==> config.mk <==
export PLATFORM = sky130hd
export DESIGN_NAME = axi_multi_id_rd_engine
export DESIGN_NICKNAME = d
export VERILOG_FILES = /design/src/rtl/axi_multi_id_rd_engine.sv
export SDC_FILE = /design/constraint.sdc
export NUM_CORES = 1
export LEC_CHECK = 0
export ABC_AREA = 1
export BUFFER_PORTS_ARGS = -buffer_cell sky130_fd_sc_hd__buf_4
export CAP_MARGIN = 25
export CORE_AREA = 2 2 506 508
export CTS_BUF_LIST = sky130_fd_sc_hd__clkbuf_8
export DETAILED_ROUTE_END_ITERATION = 16
export DIE_AREA = 0 0 508 510
export GPL_ROUTABILITY_DRIVEN = 0
export PLACE_DENSITY = 0.3
export SYNTH_ARGS = -nofsm -noshare
export SYNTH_HDL_FRONTEND = slang
export SYNTH_SLANG_ARGS = --single-unit
==> constraint.sdc <==
create_clock -name clk -period 9 [get_ports clk]
set_input_delay 0.9 -clock clk [delete_from_list [all_inputs] [get_ports clk]]
set_output_delay 0.9 -clock clk [all_outputs]
set_load 0.02 [all_outputs]
==> src/rtl/axi_multi_id_rd_engine.sv <==
// Multi-ID AXI4 read engine: issues a run of INCR read bursts with up to
// MAX_OUTSTANDING IDs in flight, tracks returning R beats per ID and flags
// bad responses and protocol errors without aborting the run.
module axi_multi_id_rd_engine #(
  parameter int ID_WIDTH        = 5,
  parameter int ADDR_WIDTH      = 64,
  parameter int DATA_WIDTH      = 1024,
  parameter int MAX_OUTSTANDING = 8
) (
  input  logic                            clk,
  input  logic                            rst,
  input  logic                            engine_start_pulse,
  input  logic [ADDR_WIDTH-1:0]           source_address,
  input  logic [7:0]                      burst_len,
  input  logic [31:0]                     rd_number,
  input  logic                            wrap_mode,
  input  logic [3:0]                      wrap_len,
  output logic [ID_WIDTH-1:0]             m_axi_arid,
  output logic [ADDR_WIDTH-1:0]           m_axi_araddr,
  output logic [7:0]                      m_axi_arlen,
  output logic [2:0]                      m_axi_arsize,
  output logic [1:0]                      m_axi_arburst,
  output logic                            m_axi_arvalid,
  input  logic                            m_axi_arready,
  input  logic [ID_WIDTH-1:0]             m_axi_rid,
  input  logic [DATA_WIDTH-1:0]           m_axi_rdata,
  input  logic [1:0]                      m_axi_rresp,
  input  logic                            m_axi_rlast,
  input  logic                            m_axi_rvalid,
  output logic                            m_axi_rready,
  output logic                            busy,
  output logic [$clog2(MAX_OUTSTANDING):0] outstanding,
  output logic                            rd_done_pulse,
  output logic [1:0]                      rd_error,
  output logic [63:0]                     rd_error_info
);

  localparam int IDX_W     = (MAX_OUTSTANDING > 1) ? $clog2(MAX_OUTSTANDING) : 1;
  localparam int OUT_W     = $clog2(MAX_OUTSTANDING) + 1;
  localparam int SIZE_LOG2 = $clog2(DATA_WIDTH / 8);

  typedef enum logic [1:0] {IDLE, ISSUE, DRAIN, DONE} state_t;

  state_t                 state_q, state_d;
  logic [ADDR_WIDTH-1:0]  base_q, stride_q, next_addr_q;
  logic [7:0]             burst_len_q;
  logic [31:0]            rd_number_q, issued_q;
  logic                   wrap_mode_q;
  logic [3:0]             wrap_len_q;
  logic [15:0]            wrap_cnt_q;
  logic [OUT_W-1:0]       outstanding_q;
  logic                   hold_q;
  logic [IDX_W-1:0]       hold_idx_q;
  logic [1:0]             rd_error_q;
  logic [63:0]            rd_error_info_q;

  logic [MAX_OUTSTANDING-1:0] free_vec;
  logic [7:0]                 beat_cnt [MAX_OUTSTANDING];
  logic                       free_any;
  logic [IDX_W-1:0]           low_idx, ar_idx, r_idx;
  logic                       start_acc, run_active, arvalid, ar_hs;
  logic                       rid_in_range, rid_live, r_beat, r_hit, r_release, wrap_last;
  logic [1:0]                 err_new;
  logic                       unused_ok;

  assign start_acc    = (state_q == IDLE) && engine_start_pulse;
  assign run_active   = (state_q == ISSUE) || (state_q == DRAIN);

  // Once an AR is shown but not accepted its ID is frozen, so later frees of
  // lower IDs cannot change arid mid-handshake; araddr only moves on a handshake.
  assign ar_idx       = hold_q ? hold_idx_q : low_idx;
  assign arvalid      = (state_q == ISSUE) && (hold_q || (free_any && (issued_q < rd_number_q)));
  assign ar_hs        = arvalid && m_axi_arready;

  // R beats are always accepted; they only count or flag errors during a run,
  // so stale beats after a reset are silently swallowed.
  assign rid_in_range = 32'(m_axi_rid) < MAX_OUTSTANDING;
  assign r_idx        = m_axi_rid[IDX_W-1:0];
  assign rid_live     = rid_in_range && !free_vec[r_idx];
  assign r_beat       = m_axi_rvalid && run_active;
  assign r_hit        = r_beat && rid_live;
  assign r_release    = r_hit && m_axi_rlast;
  assign err_new[0]   = r_beat && (m_axi_rresp != 2'b00);
  assign err_new[1]   = r_beat && (!rid_live || (m_axi_rlast && (beat_cnt[r_idx] != burst_len_q)));
  assign wrap_last    = wrap_mode_q && (wrap_cnt_q == ((16'd1 << wrap_len_q) - 16'd1));

  // Per-ID allocation flag and beat counter.
  for (genvar gi = 0; gi < MAX_OUTSTANDING; gi++) begin : g_id
    logic       free_q;
    logic [7:0] beat_q;
    // Allocate on AR handshake, count beats, free on rlast.
    always_ff @(posedge clk) begin
      if (rst || start_acc) begin
        free_q <= 1'b1;
        beat_q <= '0;
      end else if (ar_hs && (ar_idx == IDX_W'(gi))) begin
        free_q <= 1'b0;
        beat_q <= '0;
      end else if (r_hit && (r_idx == IDX_W'(gi))) begin
        beat_q <= beat_q + 8'd1;
        if (m_axi_rlast) free_q <= 1'b1;
      end
    end
    assign free_vec[gi] = free_q;
    assign beat_cnt[gi] = beat_q;
  end

  // Lowest free ID from the registered bitmap.
  always_comb begin
    free_any = |free_vec;
    low_idx  = '0;
    for (int i = MAX_OUTSTANDING - 1; i >= 0; i--) begin
      if (free_vec[i]) low_idx = IDX_W'(i);
    end
  end

  // Run sequencing.
  always_comb begin
    state_d = state_q;
    unique case (state_q)
      IDLE:  if (engine_start_pulse) state_d = ISSUE;
      ISSUE: begin
        if (rd_number_q == 32'd0)          state_d = DONE;
        else if (issued_q == rd_number_q)  state_d = DRAIN;
      end
      DRAIN: if (outstanding_q == '0) state_d = DONE;
      DONE:  state_d = IDLE;
      default: state_d = IDLE;
    endcase
  end

  // Configuration capture, issue bookkeeping, in-flight count and error capture.
  always_ff @(posedge clk) begin
    if (rst) begin
      state_q         <= IDLE;
      base_q          <= '0;
      stride_q        <= '0;
      next_addr_q     <= '0;
      burst_len_q     <= '0;
      rd_number_q     <= '0;
      wrap_mode_q     <= 1'b0;
      wrap_len_q      <= '0;
      wrap_cnt_q      <= '0;
      issued_q        <= '0;
      outstanding_q   <= '0;
      hold_q          <= 1'b0;
      hold_idx_q      <= '0;
      rd_error_q      <= '0;
      rd_error_info_q <= '0;
    end else begin
      state_q <= state_d;
      if (start_acc) begin
        base_q          <= source_address;
        stride_q        <= ADDR_WIDTH'({1'b0, burst_len} + 9'd1) << SIZE_LOG2;
        next_addr_q     <= source_address;
        burst_len_q     <= burst_len;
        rd_number_q     <= rd_number;
        wrap_mode_q     <= wrap_mode;
        wrap_len_q      <= wrap_len;
        wrap_cnt_q      <= '0;
        issued_q        <= '0;
        outstanding_q   <= '0;
        hold_q          <= 1'b0;
        rd_error_q      <= '0;
        rd_error_info_q <= '0;
      end else begin
        hold_q     <= arvalid && !m_axi_arready;
        hold_idx_q <= ar_idx;
        if (ar_hs) begin
          issued_q <= issued_q + 32'd1;
          if (wrap_last) begin
            next_addr_q <= base_q;
            wrap_cnt_q  <= '0;
          end else begin
            next_addr_q <= next_addr_q + stride_q;
            wrap_cnt_q  <= wrap_cnt_q + 16'd1;
          end
        end
        case ({ar_hs, r_release})
          2'b10:   outstanding_q <= outstanding_q + OUT_W'(1);
          2'b01:   outstanding_q <= outstanding_q - OUT_W'(1);
          default: outstanding_q <= outstanding_q;
        endcase
        rd_error_q <= rd_error_q | err_new;
        if ((rd_error_q == 2'b00) && (err_new != 2'b00)) begin
          rd_error_info_q <= {16'(m_axi_rid), 16'(m_axi_rresp), issued_q};
        end
      end
    end
  end

  assign m_axi_arid    = ID_WIDTH'(ar_idx);
  assign m_axi_araddr  = next_addr_q;
  assign m_axi_arlen   = burst_len_q;
  assign m_axi_arsize  = 3'(SIZE_LOG2);
  assign m_axi_arburst = 2'b01;
  assign m_axi_arvalid = arvalid;
  assign m_axi_rready  = 1'b1;
  assign busy          = run_active;
  assign outstanding   = outstanding_q;
  assign rd_done_pulse = (state_q == DONE);
  assign rd_error      = rd_error_q;
  assign rd_error_info = rd_error_info_q;
  assign unused_ok     = ^m_axi_rdata;

endmodule

==> impl_results.md <==
* Status: completed
* Rows at around 190
* 1st-pass router iterations at 8
* Initial DRC count at roughly 1200
* Min Tclk post-route at 4360 ps
* Grt total ovfl at 0
* Initial Utilization at between 8 and 9%
* Max frequency at 229 MHz
* Pin count of the biggest net entering global routing at between 70 and 80
* Power density cells at between 200 and 250 nW/um^2
* Setup TNS at 0 ps
* R2R depth at 20
* CTS Sinks at about 350
* Warnings, synthesis at 0
* Gr usage total at 7.68%
* Most frequent cells in the layout: nand2_1, nor2_1, dfxtp_1
* Sequential fraction of the synthesis area at 34.4%
* Multi-input logic area at 11600 sq um
* Core region area at 253000 sq um
* Port bufs at ~240
* Clock buffer depth at 3
* Crit path DAT at around 5000 ps
* Final worst-path cycle share at about half
* Hold Path Class: in2reg
* Register-to-register setup slack at about 4900 ps
* Net count, final at roughly 4600
* Most used DFF post-synth: dfxtp_1
* Post-Route WL at 102 mm
* P&R area growth vs syn at 34.3%
* Cts repair resizes at 0
* Commonest non-fill, non-tap cell in the layout: nand2_1
* Max-Cap Viols at 0
* CP endpoint kind: flop
* First-pass GRT wire length at about 150 mm
* CP Max Fanout at 34
* Routed vias at about 21000
* Cts bufs inserted at 79
* Setup Buffers After CTS at 0
* Mapped Area at approximately 21000 sq um
* Least-Margin Pin Slew at roughly 1000 ps
* Hold Crit Depth at 2
* Pins Over Slew Limit at 0
* Filler cell count at 29900
* Width of the die at around 510 um
* Layout cell share with drive strength beyond 1 at between 10% and 20%
* EDFF count, synth at 0
* Initial antenna violation count at 21
* Fin Clk Skew at around 110 ps
* Leak Pwr at between 10 and 15 nW
* Max VDD drop at ~0.00012 V
* Mean post-synth cell area at ~6.5 sq um
* Vias per inst at ~3
* Dpl cell area at roughly 26000 sq um
* Hold_buf cts at 0
* Die Y at approximately 510 um
* Finished Cell Area at 27600 sq um
* HPWL Detailed at roughly 77 mm
* Drt drc at 0
* DRT antenna net count at 0
* Reg clk slew, reported paths at about 50 ps
* Syn Inst Count at around 3200
* Root Buffer: clkbuf_8
* WL per Instance at 15.0 um
* Final setup viols at 0
* Rel. slew slack at a little under a third
* Insertion delay to the later sink of the worst-skew pair at around 790 ps
* Required time of the critical path at roughly 9600 ps
* Launching element type of the critical path: input port
* CP Class: in2reg
* Post-synth cell types at just under 50
* H-Tree Depth at 3
* Count of final hold-check violations at 0
* Vias in the first global route at just over 20000
* CTS tree: done
* Io pins at 1302
* Worst hold margin at ~350 ps
* Unrepaired setup endpoints after global routing: false
* Seq cells post-synth at around 350
* FF+latch area at 7070 sq um
* Die ar. at around 260000 sq um
* Async SR Flop Fraction at 0%
==> sequential cells by signal, indices dropped and copies added (netlist names), 3 cells and up <==
| signal | cells |
|---|---|
| g_id.free_q | 8 |
| hold_idx_q | 3 |
| rd_error_info | 39 |
| rd_number_q | 32 |
| stride_q | 9 |
| g_id.beat_q | 64 |
| issued_q | 32 |
| wrap_len_q | 4 |
| outstanding | 4 |
| base_q | 64 |
| wrap_cnt_q | 16 |
| m_axi_araddr | 64 |
| m_axi_arlen | 8 |
==> metal layers <==
layer / vias to the layer above / wire length, um / GRT usage, %
met5: - / 53 / 0
met4: 8 / 3160 / 2.29
met3: 157 / 4220 / 1.53
met2: 422 / 49800 / 13.3
met1: 9825 / 44900 / 9.53
li1: 10600 / - / -
==> synth_stat cells (4+ instances only) <==
cell type	number	area share, %
o21ai_1	5	0.12
buf_6	5	0.27
ha_1	61	3.7
or2_2	14	0.43
nand3_2	4	0.19
nand3b_1	17	0.62
o21ai_0	202	4.9
nor4_1	29	0.88
nand4_1	53	1.6
nand3_1	215	5.2
buf_1	6	0.11
clkbuf_1	86	1.6
xor2_1	102	4.3
nor3_1	50	1.2
buf_4	45	1.6
buf_2	20	0.49
nand2_1	860	16
nor2_1	386	7.1
inv_2	12	0.22
o22ai_1	21	0.64
xnor2_1	31	1.3
a21oi_1	249	6.1
nand2_2	4	0.12
dfxtp_1	353	34
inv_1	297	5.4
nor2_2	7	0.21
and3_1	4	0.12
==> layout make-up <==
| class | count | area share [%] |
|---|---|---|
| diodes | 3 | 0.0272 |
| clock buffers | 91 | 4.54 |
| clock inverters | 42 | 0.970 |
| inverters | 312 | 4.26 |
| multi-input cells | 2374 | 42.1 |
| flip-flops and latches | 353 | 25.6 |
| well taps | 3366 | 15.3 |
| repair buffers | 264 | 7.23 |
==> power by group <==
group / internal, mW / leakage [nW] / switching, mW / total (mW)
Sequential: 1.86 / 2.88 / 0.324 / 2.18
Clock: 0.957 / 0.900 / 0.877 / 1.83
Combinational: 0.838 / 6.83 / 1.80 / 2.64
Total: 3.65 / 10.6 / 3.00 / 6.66
==> logic make-up (layout without fill, tap and decap cells) <==
kind of cell	Yosys count	in the layout	synth area share [%]
flops	353	353	34.4
compound gates	494	494	12.4
other cells	2	36	0.0365
simple gates	1651	1651	33.8
fa+ha+maj	63	63	3.91
xor+xnor	133	133	5.67
buf+inv	475	709	9.81
==> stage by stage <==
step	instances	worst slack, ps	total power, mW	util [%]
floorplan	3202	5600	3.78	-
global placement	6668	3700	4.95	10.3
detailed placement	6669	3700	4.94	10.3
CTS	6802	4470	6.85	10.9
global route	6804	4300	7.20	10.9
finish	6805	4640	6.66	10.9
==> path summary, 6_finish.rpt <==
kind,endpoint,startpoint
worst max-delay path,outstanding[3],m_axi_rid[0]
worst min-delay path,hold_q,m_axi_arready
worst max register to register,outstanding[3],issued_q[31]
worst min register to register,base_q[20],base_q[20]
==> critical path, stage by stage <==
cell and delay [ps]:
buf_4 340, inv_2 370, nand2_1 420, o22ai_1 120, o21ai_1 170, nand3_1 160
nor2_4 520, inv_1 200, nor2_1 420, ha_1 290, ha_1 280, nand2_1 70
nor2_1 30, a211oi_1 230, nor2_1 70, nor2_1 90, nand2_1 70, o21ai_0 140
a21oi_1 60
No activity file was read; power rests on OpenSTA's default activity.
